$ cat src/rtl/hd44780_pkg.sv
// hd44780_pkg: shared constants for the HD44780 / PCF8574 I2C target.
// Contents: target FSM state codes, PCF8574 port bit indices, the default
// 7-bit address, function-set opcode nibbles and the E-strobe helper.
package hd44780_pkg;

  // Target FSM state codes
  typedef logic [2:0] tgt_state_t;
  localparam tgt_state_t ST_IDLE      = 3'd0;
  localparam tgt_state_t ST_ADDR      = 3'd1;
  localparam tgt_state_t ST_ADDR_ACK  = 3'd2;
  localparam tgt_state_t ST_WRITE     = 3'd3;
  localparam tgt_state_t ST_WRITE_ACK = 3'd4;
  localparam tgt_state_t ST_READ      = 3'd5;
  localparam tgt_state_t ST_READ_ACK  = 3'd6;
  localparam tgt_state_t ST_IGNORE    = 3'd7;

  // PCF8574 pin assignment on a typical LCD backpack
  localparam int PORT_RS    = 0;
  localparam int PORT_RW    = 1;
  localparam int PORT_E     = 2;
  localparam int PORT_BL    = 3;
  localparam int PORT_D_LSB = 4;

  localparam logic [6:0] DEFAULT_ADDR = 7'h27;

  // Upper nibble of the function-set command: DL=0 (4-bit) and DL=1 (8-bit)
  localparam logic [3:0] FSET_DL4 = 4'b0010;
  localparam logic [3:0] FSET_DL8 = 4'b0011;

  // A write strobe is E falling from 1 to 0 while RW selects write
  function automatic logic is_strobe(input logic prev_e, input logic [7:0] cur);
    return prev_e & ~cur[PORT_E] & ~cur[PORT_RW];
  endfunction

endpackage

$ cat src/rtl/hd44780_i2c_target_if.sv
// hd44780_i2c_target_if: bus and LCD-event signals of the I2C LCD target.
//   scl_in, sda_in : raw I2C lines into the target
//   sda_out        : open-drain SDA drive (0 pulls low)
//   busy           : addressed transaction in progress
//   port/backlight : last expander byte and its BL bit
//   nibble_mode    : decoded HD44780 is in 4-bit mode
//   lcd_valid/lcd_rs/lcd_data : one-cycle completed command/data event
// Modport slave is the target side, master is the bus-driver side.
interface hd44780_i2c_target_if;
  logic       scl_in;
  logic       sda_in;
  logic       sda_out;
  logic       busy;
  logic [7:0] port;
  logic       backlight;
  logic       nibble_mode;
  logic       lcd_valid;
  logic       lcd_rs;
  logic [7:0] lcd_data;

  modport slave (
    input  scl_in, sda_in,
    output sda_out, busy, port, backlight, nibble_mode, lcd_valid, lcd_rs, lcd_data
  );

  modport master (
    output scl_in, sda_in,
    input  sda_out, busy, port, backlight, nibble_mode, lcd_valid, lcd_rs, lcd_data
  );
endinterface

$ cat src/rtl/hd44780_i2c_target_core.sv
// i2c_target_core: I2C target byte engine.
// Synchronizes SCL/SDA, detects START/STOP, runs the target FSM and drives
// the open-drain sda_out. Received write bytes appear on rx_byte together
// with a one-cycle byte_valid on the 8th detected SCL rise.
//   clk, rst          : clock, async active-high reset
//   scl_in, sda_in    : raw bus lines
//   tx_byte           : byte returned on reads (HD44780_TARGET_READ_EN only)
//   sda_out, busy     : registered bus drive and addressed flag
//   rx_byte, byte_valid : received byte strobe
// Optional macro: HD44780_TARGET_READ_EN enables the read path.
module i2c_target_core
  import hd44780_pkg::*;
#(
  parameter logic [6:0] ADDR = DEFAULT_ADDR
) (
  input  logic       clk,
  input  logic       rst,
  input  logic       scl_in,
  input  logic       sda_in,
`ifdef HD44780_TARGET_READ_EN
  input  logic [7:0] tx_byte,
`endif
  output logic       sda_out,
  output logic       busy,
  output logic [7:0] rx_byte,
  output logic       byte_valid
);

  logic [1:0] scl_sync_r;
  logic [1:0] sda_sync_r;
  logic       scl_d_r;
  logic       sda_d_r;
  tgt_state_t state_r;
  logic [2:0] bit_cnt_r;
  logic [6:0] shift_r;
  logic       sda_out_r;
  logic       busy_r;
`ifdef HD44780_TARGET_READ_EN
  logic       rw_r;
  logic [7:0] tx_r;
`endif

  logic scl_s;
  logic sda_s;
  logic scl_rise_s;
  logic scl_fall_s;
  logic start_s;
  logic stop_s;

  assign scl_s      = scl_sync_r[1];
  assign sda_s      = sda_sync_r[1];
  assign scl_rise_s = scl_s & ~scl_d_r;
  assign scl_fall_s = ~scl_s & scl_d_r;
  // SCL must be high on both samples so a data change at an SCL edge is not mistaken for START/STOP
  assign start_s    = scl_s & scl_d_r & sda_d_r & ~sda_s;
  assign stop_s     = scl_s & scl_d_r & ~sda_d_r & sda_s;

  assign rx_byte    = {shift_r, sda_s};
  assign byte_valid = (state_r == ST_WRITE) & scl_rise_s & (bit_cnt_r == 3'd7);
  assign sda_out    = sda_out_r;
  assign busy       = busy_r;

  // Two-flop synchronizers plus one edge-detect register per line
  always_ff @(posedge clk or posedge rst) begin
    if (rst) begin
      scl_sync_r <= 2'b11;
      sda_sync_r <= 2'b11;
      scl_d_r    <= 1'b1;
      sda_d_r    <= 1'b1;
    end else begin
      scl_sync_r <= {scl_sync_r[0], scl_in};
      sda_sync_r <= {sda_sync_r[0], sda_in};
      scl_d_r    <= scl_sync_r[1];
      sda_d_r    <= sda_sync_r[1];
    end
  end

  // Target FSM: address/data shifting, ACK and read-data drive
  always_ff @(posedge clk or posedge rst) begin
    if (rst) begin
      state_r   <= ST_IDLE;
      bit_cnt_r <= 3'd0;
      shift_r   <= 7'd0;
      sda_out_r <= 1'b1;
      busy_r    <= 1'b0;
`ifdef HD44780_TARGET_READ_EN
      rw_r      <= 1'b0;
      tx_r      <= 8'hFF;
`endif
    end else if (stop_s) begin
      state_r   <= ST_IDLE;
      bit_cnt_r <= 3'd0;
      sda_out_r <= 1'b1;
      busy_r    <= 1'b0;
    end else if (start_s) begin
      state_r   <= ST_ADDR;
      bit_cnt_r <= 3'd0;
      sda_out_r <= 1'b1;
      busy_r    <= 1'b0;
    end else begin
      case (state_r)
        ST_ADDR: begin
          if (scl_rise_s) begin
            shift_r   <= {shift_r[5:0], sda_s};
            bit_cnt_r <= bit_cnt_r + 3'd1;
            if (bit_cnt_r == 3'd7) begin
              // shift_r holds the 7 address bits, sda_s is R/W
              if ((shift_r == ADDR) && !sda_s) begin
                state_r <= ST_ADDR_ACK;
                busy_r  <= 1'b1;
`ifdef HD44780_TARGET_READ_EN
                rw_r    <= 1'b0;
              end else if (shift_r == ADDR) begin
                state_r <= ST_ADDR_ACK;
                busy_r  <= 1'b1;
                rw_r    <= 1'b1;
`endif
              end else begin
                state_r <= ST_IGNORE;
              end
            end
          end
        end
        ST_ADDR_ACK: begin
          // First fall asserts ACK, second fall releases it
          if (scl_fall_s) begin
            if (sda_out_r) begin
              sda_out_r <= 1'b0;
            end else begin
              bit_cnt_r <= 3'd0;
`ifdef HD44780_TARGET_READ_EN
              if (rw_r) begin
                // The release fall is also where the first read bit goes out
                state_r   <= ST_READ;
                sda_out_r <= tx_byte[7];
                tx_r      <= {tx_byte[6:0], 1'b1};
              end else begin
                state_r   <= ST_WRITE;
                sda_out_r <= 1'b1;
              end
`else
              state_r   <= ST_WRITE;
              sda_out_r <= 1'b1;
`endif
            end
          end
        end
        ST_WRITE: begin
          if (scl_rise_s) begin
            shift_r   <= {shift_r[5:0], sda_s};
            bit_cnt_r <= bit_cnt_r + 3'd1;
            if (bit_cnt_r == 3'd7) begin
              state_r <= ST_WRITE_ACK;
            end
          end
        end
        ST_WRITE_ACK: begin
          if (scl_fall_s) begin
            if (sda_out_r) begin
              sda_out_r <= 1'b0;
            end else begin
              sda_out_r <= 1'b1;
              bit_cnt_r <= 3'd0;
              state_r   <= ST_WRITE;
            end
          end
        end
`ifdef HD44780_TARGET_READ_EN
        ST_READ: begin
          if (scl_fall_s) begin
            sda_out_r <= tx_r[7];
            tx_r      <= {tx_r[6:0], 1'b1};
          end else if (scl_rise_s) begin
            bit_cnt_r <= bit_cnt_r + 3'd1;
            if (bit_cnt_r == 3'd7) begin
              state_r <= ST_READ_ACK;
            end
          end
        end
        ST_READ_ACK: begin
          // Release for the master's ACK bit, then sample it
          if (scl_fall_s) begin
            sda_out_r <= 1'b1;
          end else if (scl_rise_s) begin
            if (sda_s) begin
              state_r <= ST_IGNORE;
            end else begin
              state_r   <= ST_READ;
              tx_r      <= tx_byte;
              bit_cnt_r <= 3'd0;
            end
          end
        end
`endif
        ST_IDLE, ST_IGNORE: begin
          sda_out_r <= 1'b1;
        end
        default: begin
          state_r   <= ST_IDLE;
          sda_out_r <= 1'b1;
        end
      endcase
    end
  end

endmodule

$ cat src/rtl/hd44780_i2c_target.sv
// hd44780_i2c_target: PCF8574 LCD-backpack emulator with HD44780 decode.
// Holds the expander port, detects E strobes and reassembles 8-bit and
// 4-bit HD44780 transfers into single-cycle lcd_valid events.
//   clk, rst : clock, async active-high reset
//   bus      : hd44780_i2c_target_if.slave (I2C lines, port, LCD events)
// Optional macro: HD44780_TARGET_READ_EN enables reads of the port.
module hd44780_i2c_target
  import hd44780_pkg::*;
#(
  parameter logic [6:0] ADDR = DEFAULT_ADDR
) (
  input  logic                     clk,
  input  logic                     rst,
  hd44780_i2c_target_if.slave      bus
);

  logic [7:0] rx_byte_s;
  logic       byte_valid_s;
  logic       sda_out_s;
  logic       busy_s;

  logic [7:0] port_r;
  logic       old_e_r;
  logic       upd_r;
  logic       nibble_mode_r;
  logic       phase_hi_r;
  logic [3:0] high_r;
  logic       lcd_valid_r;
  logic       lcd_rs_r;
  logic [7:0] lcd_data_r;

  logic [3:0] nib_s;
  logic       strobe_s;

  i2c_target_core #(.ADDR(ADDR)) u_core (
    .clk        (clk),
    .rst        (rst),
    .scl_in     (bus.scl_in),
    .sda_in     (bus.sda_in),
`ifdef HD44780_TARGET_READ_EN
    // Undriven quasi-bidirectional pins read back their last written value
    .tx_byte    (port_r),
`endif
    .sda_out    (sda_out_s),
    .busy       (busy_s),
    .rx_byte    (rx_byte_s),
    .byte_valid (byte_valid_s)
  );

  assign nib_s    = port_r[PORT_D_LSB +: 4];
  assign strobe_s = upd_r & is_strobe(old_e_r, port_r);

  assign bus.sda_out     = sda_out_s;
  assign bus.busy        = busy_s;
  assign bus.port        = port_r;
  assign bus.backlight   = port_r[PORT_BL];
  assign bus.nibble_mode = nibble_mode_r;
  assign bus.lcd_valid   = lcd_valid_r;
  assign bus.lcd_rs      = lcd_rs_r;
  assign bus.lcd_data    = lcd_data_r;

  // Expander port register; remembers the previous E for strobe detection
  always_ff @(posedge clk or posedge rst) begin
    if (rst) begin
      port_r  <= 8'hFF;
      old_e_r <= 1'b1;
      upd_r   <= 1'b0;
    end else begin
      upd_r <= byte_valid_s;
      if (byte_valid_s) begin
        port_r  <= rx_byte_s;
        old_e_r <= port_r[PORT_E];
      end
    end
  end

  // HD44780 transfer reassembly and interface-width tracking
  always_ff @(posedge clk or posedge rst) begin
    if (rst) begin
      nibble_mode_r <= 1'b0;
      phase_hi_r    <= 1'b1;
      high_r        <= 4'h0;
      lcd_valid_r   <= 1'b0;
      lcd_rs_r      <= 1'b0;
      lcd_data_r    <= 8'h00;
    end else begin
      lcd_valid_r <= 1'b0;
      if (strobe_s) begin
        if (!nibble_mode_r) begin
          lcd_valid_r <= 1'b1;
          lcd_rs_r    <= port_r[PORT_RS];
          lcd_data_r  <= {nib_s, 4'h0};
          if (!port_r[PORT_RS] && (nib_s == FSET_DL4)) begin
            nibble_mode_r <= 1'b1;
            phase_hi_r    <= 1'b1;
          end
        end else if (phase_hi_r) begin
          high_r     <= nib_s;
          phase_hi_r <= 1'b0;
        end else begin
          lcd_valid_r <= 1'b1;
          lcd_rs_r    <= port_r[PORT_RS];
          lcd_data_r  <= {high_r, nib_s};
          phase_hi_r  <= 1'b1;
          if (!port_r[PORT_RS] && (high_r == FSET_DL8)) begin
            nibble_mode_r <= 1'b0;
          end
        end
      end
    end
  end

endmodule

$ cat src/flat_wrapper.sv
// flat-port wrapper written by rule: the top's interface ports become plain ports
module hd44780_i2c_target_flat import hd44780_pkg::*;
#(
  parameter logic [6:0] ADDR = DEFAULT_ADDR
)
  (clk, rst, bus_scl_in, bus_sda_in, bus_sda_out, bus_busy, bus_port, bus_backlight, bus_nibble_mode, bus_lcd_valid, bus_lcd_rs, bus_lcd_data);
  hd44780_i2c_target_if bus_i ();
  input  logic clk;
  input  logic rst;
  input wire logic [$bits(bus_i.scl_in)-1:0] bus_scl_in;
  input wire logic [$bits(bus_i.sda_in)-1:0] bus_sda_in;
  output wire logic [$bits(bus_i.sda_out)-1:0] bus_sda_out;
  output wire logic [$bits(bus_i.busy)-1:0] bus_busy;
  output wire logic [$bits(bus_i.port)-1:0] bus_port;
  output wire logic [$bits(bus_i.backlight)-1:0] bus_backlight;
  output wire logic [$bits(bus_i.nibble_mode)-1:0] bus_nibble_mode;
  output wire logic [$bits(bus_i.lcd_valid)-1:0] bus_lcd_valid;
  output wire logic [$bits(bus_i.lcd_rs)-1:0] bus_lcd_rs;
  output wire logic [$bits(bus_i.lcd_data)-1:0] bus_lcd_data;
  assign bus_i.scl_in = bus_scl_in;
  assign bus_i.sda_in = bus_sda_in;
  assign bus_sda_out = bus_i.sda_out;
  assign bus_busy = bus_i.busy;
  assign bus_port = bus_i.port;
  assign bus_backlight = bus_i.backlight;
  assign bus_nibble_mode = bus_i.nibble_mode;
  assign bus_lcd_valid = bus_i.lcd_valid;
  assign bus_lcd_rs = bus_i.lcd_rs;
  assign bus_lcd_data = bus_i.lcd_data;
  hd44780_i2c_target #(.ADDR(ADDR)) u_core (.clk(clk), .rst(rst), .bus(bus_i));
endmodule
$ cat config.mk
export PLATFORM = sky130hd
export DESIGN_NAME = hd44780_i2c_target_flat
export DESIGN_NICKNAME = d
export VERILOG_FILES = /design/src/rtl/hd44780_pkg.sv /design/src/rtl/hd44780_i2c_target_if.sv /design/src/rtl/hd44780_i2c_target_core.sv /design/src/rtl/hd44780_i2c_target.sv /design/src/flat_wrapper.sv
export SDC_FILE = /design/constraint.sdc
export NUM_CORES = 1
export LEC_CHECK = 0
export ABC_AREA = 1
export BUFFER_PORTS_ARGS = -buffer_cell sky130_fd_sc_hd__buf_2
export CAP_MARGIN = 20
export CORE_AREA = 8 8 94 96
export CTS_BUF_LIST = sky130_fd_sc_hd__clkbuf_4
export CTS_CLUSTER_DIAMETER = 100
export CTS_CLUSTER_SIZE = 25
export DETAILED_ROUTE_END_ITERATION = 8
export DIE_AREA = 0 0 102 104
export GPL_TIMING_DRIVEN = 0
export REMOVE_ABC_BUFFERS = 1
export SKIP_LAST_GASP = 1
export SYNTH_ARGS = -nofsm -noshare
export SYNTH_HDL_FRONTEND = slang
export SYNTH_SLANG_ARGS = --single-unit
$ cat constraint.sdc
create_clock -name clk -period 1.61 [get_ports clk]
set_input_delay 0.322 -clock clk [delete_from_list [all_inputs] [get_ports clk]]
set_output_delay 0.322 -clock clk [all_outputs]
set_load 0.005 [all_outputs]
* Word-level counts from Yosys, hierarchy flattened
Index checks and enable logic that the tools add are counted.
** Operators by class
- Add/sub/neg operators :: 1
- Eq/ne operators :: 19
- Mux-type cells :: 40
- Bitwise logic cells :: 20
- Reduce and logical (&&, ||, !) cells :: 23
** Operators by type and width (number)
- $mux W3 :: 14
- $mux W1 :: 21
- $mux W8 :: 2
- $and A1 B1 Y1 :: 12
- $ne A4 B4 Y1 const B :: 3
- $pmux W3 S4 :: 1
- $reduce_and A4 Y1 :: 3
- $reduce_bool A3 Y1 :: 4
- $eq A3 B3 Y1 const B :: 3
- $eq A4 B2 Y1 const B :: 2
- $ne A4 B1 Y1 const B :: 2
- $not A1 Y1 :: 8
- $eq A7 B6 Y1 const B :: 1
- $reduce_and A7 Y1 :: 1
- $eq A3 B2 Y1 const B :: 2
- $pmux W3 S2 :: 1
- $reduce_and A2 Y1 :: 3
- $reduce_or A2 Y1 :: 3
- $ne A4 B2 Y1 const B :: 1
- $ne A4 B3 Y1 const B :: 1
- $reduce_bool A4 Y1 :: 1
- $add A3 B1 Y3 const B :: 1
- $eq A3 B1 Y1 const B :: 1
- $logic_and A1 B1 Y1 :: 3
- other kinds (8) :: 9
** Storage, ports and cells
- Bits in registers :: 47
- Input port bits :: 4
- Output and inout bits :: 22
- Word-level logic and storage cells :: 121

* Longest topological paths before layout
- Depth after elaboration :: 8
- Depth in mapped cells :: 10
- Mapped depth without buffers :: 10

* Cells and area by module
A second synthesis with hierarchy kept.
** Unflattened totals
- Cells, all modules :: 260
- Area total of the unflattened synthesis :: 2250.9 µm²
** Modules (own cells, without submodules)
- i2c_target_core :: times used 1, cells an instance 138, area an instance 1138.6 µm², seq. area each 534.3 µm²
- hd44780_i2c_target :: times used 1, cells an instance 122, area an instance 1112.3 µm², seq. area each 663.1 µm²

* Least setup slack after synthesis
OpenSTA, ideal clock, no wires.
- Path kind :: register -> register
- Start point :: register u_core.u_core.bit_cnt_r[0]
- End point :: register u_core.port_r[7] (netlist: u_core.bus.port[7])
- Setup time :: 0.072 ns
- Arrival :: 1.311 ns
- Required time :: 1.538 ns
- Setup slack :: 0.228 ns
- Cell stages (with the launch flop) :: 9
- Path buffers :: 1
- Period minus slack after synthesis :: 1.382 ns
- Cells stage by stage :: dfrtp_1 -> ha_1 -> ha_1 -> nand3_1 -> inv_1 -> nand2_2 -> buf_2 -> nand2_1 -> o21ai_1
** Between the ends
- Longest elaborated chain between the ends :: 2
** Ends and longest elaborated chain
- start: declaration :: line hd44780_i2c_target_core.sv:34 : logic [2:0] bit_cnt_r;
- start signal: assignment :: line hd44780_i2c_target_core.sv:105 : bit_cnt_r <= bit_cnt_r + 3'd1;
- start signal: assignment :: line hd44780_i2c_target_core.sv:151 : bit_cnt_r <= bit_cnt_r + 3'd1;
- $eq A3 B3 Y1 :: line hd44780_i2c_target_core.sv:59 : assign byte_valid = (state_r == ST_WRITE) & scl_rise_s & (bit_cnt_r == 3'd7);
- $and A1 B1 Y1 :: line hd44780_i2c_target_core.sv:59
- end signal: assignment :: line hd44780_i2c_target.sv:71 : port_r <= rx_byte_s;
- end: declaration :: line hd44780_i2c_target.sv:22 : logic [7:0] port_r;
No other way between the ends.
A chain may end at the register's enable or synchronous reset.

* Worst setup path after layout
- Start point :: register u_core.u_core.scl_d_r
- End point :: register u_core.u_core.bit_cnt_r[1]
** Between the ends
- Longest elaborated chain between the ends :: 5
- Elaborated cells between the ends (all ways) :: 15
- Those cells by class :: eq/ne (3); mux (2); bitwise (8); reduce/logical (2)
** Ends and longest elaborated chain
- start: declaration :: line hd44780_i2c_target_core.sv:31 : logic scl_d_r;
- start signal: assignment :: line hd44780_i2c_target_core.sv:73 : scl_d_r <= scl_sync_r[1];
- $and A1 B1 Y1 :: line hd44780_i2c_target_core.sv:55, hd44780_i2c_target_core.sv:56
- $and A1 B1 Y1 (on tied branches) (2 in a row) :: line hd44780_i2c_target_core.sv:55, hd44780_i2c_target_core.sv:56
- $ne A4 B1 Y1 (no source line), or another cell as far along
- $reduce_and A4 Y1 (no source line) or $mux W3 (tied branches)
Several ways; a longest one is shown, not always the timed one.

==> flow_summary.ini <==
[timing]
relSlewSlack = 0.8043
finalSetupViolCount = 0
tightestPinTransition_ns = 0.2912
skew_ns = 0.01462
finalHoldViolCount = 0
fmax_ghz = 0.6896
tns_ns = 0
rsz0062_at_grt = no
drv_slew = 0
fin_crit_ns = 1.450
final.period_utilization = 0.9008

[global_route]
antenna_found_initial = 0
grt-ovfl-total = 0
grtUsageMet2 = 0.1296
grt_pass1_vias = 1576
grt.busiest_layer = met2
grt_util_met3 = 0.02477
grt_pass1_wl_um = 7258
grt_max_degree = 37
grt_use_total = 0.08448
use_met1 = 0.1047

[routing]
vias = 1613
via_per_inst = 4.267
wl_per_cell_um = 11.03
antenna_left = 0
wirelength_um = 4168
drt_pass1_iterations = 4
first_iter_violations = 74
drc = 0

[synth]
avgSynthCellArea_um2 = 8.789
synth_top_area_share = 0.3486
synth_area_leader_cell = dfrtp_1
synth_area_um2 = 2153
synth.yosys.warnings = 0
synth_area_leaders = dfrtp_1, dfstp_2, nand2_1
synth_seq_cells = 47
synth_cells = 245
seq_area_frac_synth = 0.5561
yosys.cell_types.count = 25

[worst_setup_path]
crit_family = flip-flops
r2r_setup_slack_ns = 0.16
worst_ep_arrival_time_ns = 1.70
worstPathRequired_ns = 1.86
r2r-start = u_core.u_core.scl_d_r
cpMaxStageDelayCell = dfstp_2
cp.buffers_inverters = 2
r2r_end = u_core.u_core.bit_cnt_r[1]
worstPathCellList = inv_1 -> nor2_1 -> inv_1 -> o211ai_4 -> nand2_2 -> nand2_1 -> nand2_1
reg2regPathDepth = 7
worstPathMaxFanout = 6
criticalPathCategory = reg2reg
worstSetupEndpointType = register
startpoint_type = register
max_stage_delay_ns = 0.56

[layout]
num_antenna_cells = 0
fin_area_um2 = 2482
fin_nets = 281
drive_gt1_frac = 0.2790
register_area_um2 = 1197
multi_input_area_um2 = 835.8
area_growth_pct = 15.28
final_util = 0.3333
fill_cells = 784

[floorplanning]
die_w_um = 102
rows = 32
io_pins = 26
die_y_um = 104
core_um2 = 7447
die-area_um2 = 10610
start_util = 0.2891

[power]
pwr_density_cell_nw_per_um2 = 1180
ir_drop_v = 0.0004658
p_leak_nw = 1.216
finalPower_mw = 2.928

[place]
gp_congestion = 0.8317
dp_hpwl_um = 3083
portBuffers = 25
dpl_cell_area_um2 = 2404

[status]
status = finished, final reports clean

[worst_hold_path]
worstHoldEndpoint = u_core.u_core.scl_sync_r[0]
min_path_type = in2reg
whs_path_depth = 1
min-delay-start = bus_scl_in

[clock_network]
clkLatencyLatePin_ns = 0.36
post_cts_buffers = 0
path_clk_slew_ns = 0.12
cts_buffer_depth = 2
cts_tree = yes
cts-root-buf = clkbuf_4
cts_inserted_buffers = 5
htree_levels = 2
cts_sinks = 47

[job]
drv_cap = 0
-- routing by layer --
layer  share of wire  vias up  wire [um]
li1                -      836          -
met2            0.45       21       1876
met5               0        -          0
met4           0.015        0         62
met3           0.057        5        239
met1            0.48      751       1990
-- worst max-delay path by stage --
stage                     startpoint                    endpoint  slack, ns  depth (start not counted)
2_1_floorplan                    rst      u_core.bus.lcd_data[0]       0.20                          1
3_3_place_gp                     rst    u_core.u_core.shift_r[1]      -0.45                          2
3_5_place_dp      u_core.bus.port[2]           u_core.bus.lcd_rs       0.05                          7
4_1_cts           u_core.bus.port[2]           u_core.bus.lcd_rs       0.05                          7
5_1_grt        u_core.u_core.scl_d_r    u_core.u_core.state_r[2]      0.008                          7
6_report       u_core.u_core.scl_d_r  u_core.u_core.bit_cnt_r[1]       0.16                          7
-- state kept, by name, summed over array words and instances, names as in the netlist --
signal	flops
u_core.u_core.shift_r	7
u_core.bus.lcd_data	8
u_core.u_core.state_r	3
u_core.bus.port	8
u_core.phase_hi_r	1
u_core.upd_r	1
u_core.bus.nibble_mode	1
u_core.old_e_r	1
u_core.u_core.bit_cnt_r	3
u_core.u_core.scl_sync_r	2
u_core.u_core.sda_out	1
u_core.bus.lcd_valid	1
u_core.u_core.busy	1
u_core.u_core.sda_d_r	1
u_core.u_core.sda_sync_r	2
u_core.high_r	4
u_core.bus.lcd_rs	1
u_core.u_core.scl_d_r	1
-- per-stage QoR --
step / cells / hold WS, ns / setup WS, ns
4_1_cts: 378 / 0.02720 / 0.05027
3_3_place_gp: 368 / 0.3456 / -0.4510
6_report: 378 / 0.05421 / 0.1598
2_1_floorplan: 241 / 0.3265 / 0.2000
5_1_grt: 378 / 0.01620 / 0.008416
3_5_place_dp: 369 / 0.2817 / 0.05262
-- power by group --
| group | switching, mW | total (mW) | internal (mW) |
|---|---|---|---|
| combinational | 0.595 | 0.929 | 0.334 |
| sequential | 0.129 | 1.46 | 1.33 |
| clock | 0.357 | 0.539 | 0.182 |
-- what timing repair did --
| item | CTS | global route |
|---|---|---|
| hold buffers | 1 | 0 |
| gates resized for setup | 0 | 3 |
| setup endpoints to repair | 0 | 13 |
| hold endpoints to repair | 7 | 0 |
-- cells in the mapped netlist (all sizes together) --
master and count:
dfrtp 30, ha 2, nand4 1, nor3 4
inv 30, dfstp 17, o22ai 1, a21oi 4
o211ai 1, o21ai 29, nor2 20, nand2 86
nand3 12, o31ai 4, buf 4
-- layout by cell type (no fill, tap or decap), types with 2 or more instances in the layout --
cell type and instances:
nor2_4 3, dfstp_2 17, ha_1 2, clkbuf_4 6, inv_2 7, nor2_1 15, nor3_1 3, nand2_2 8
dfrtp_1 30, a21oi_1 4, nand2_1 76, nand3_2 2, nand2_4 2, o31ai_1 4, o21ai_0 7, buf_2 25
inv_1 23, o21ai_1 22, nand3_1 9
-- cell families after synthesis --
kind of cell / count (synthesis) / synth area share
AO/OA/AOI/OAI: 39 / 0.1034
adder cells (fa/ha/maj): 2 / 0.01162
AND/OR/NAND/NOR: 123 / 0.2661
buffers and inverters: 34 / 0.06275
flip-flops: 47 / 0.5561
-- cell type report --
cell class	instances	share of cell area
clock buffer	6	0.01815
clock inverter	2	0.003528
sequential	47	0.4824
multi-input combinational	164	0.3367
inverter	30	0.04536
timing repair buffer	27	0.06250
tap	102	0.05141
(Power assumes the default switching activity.)
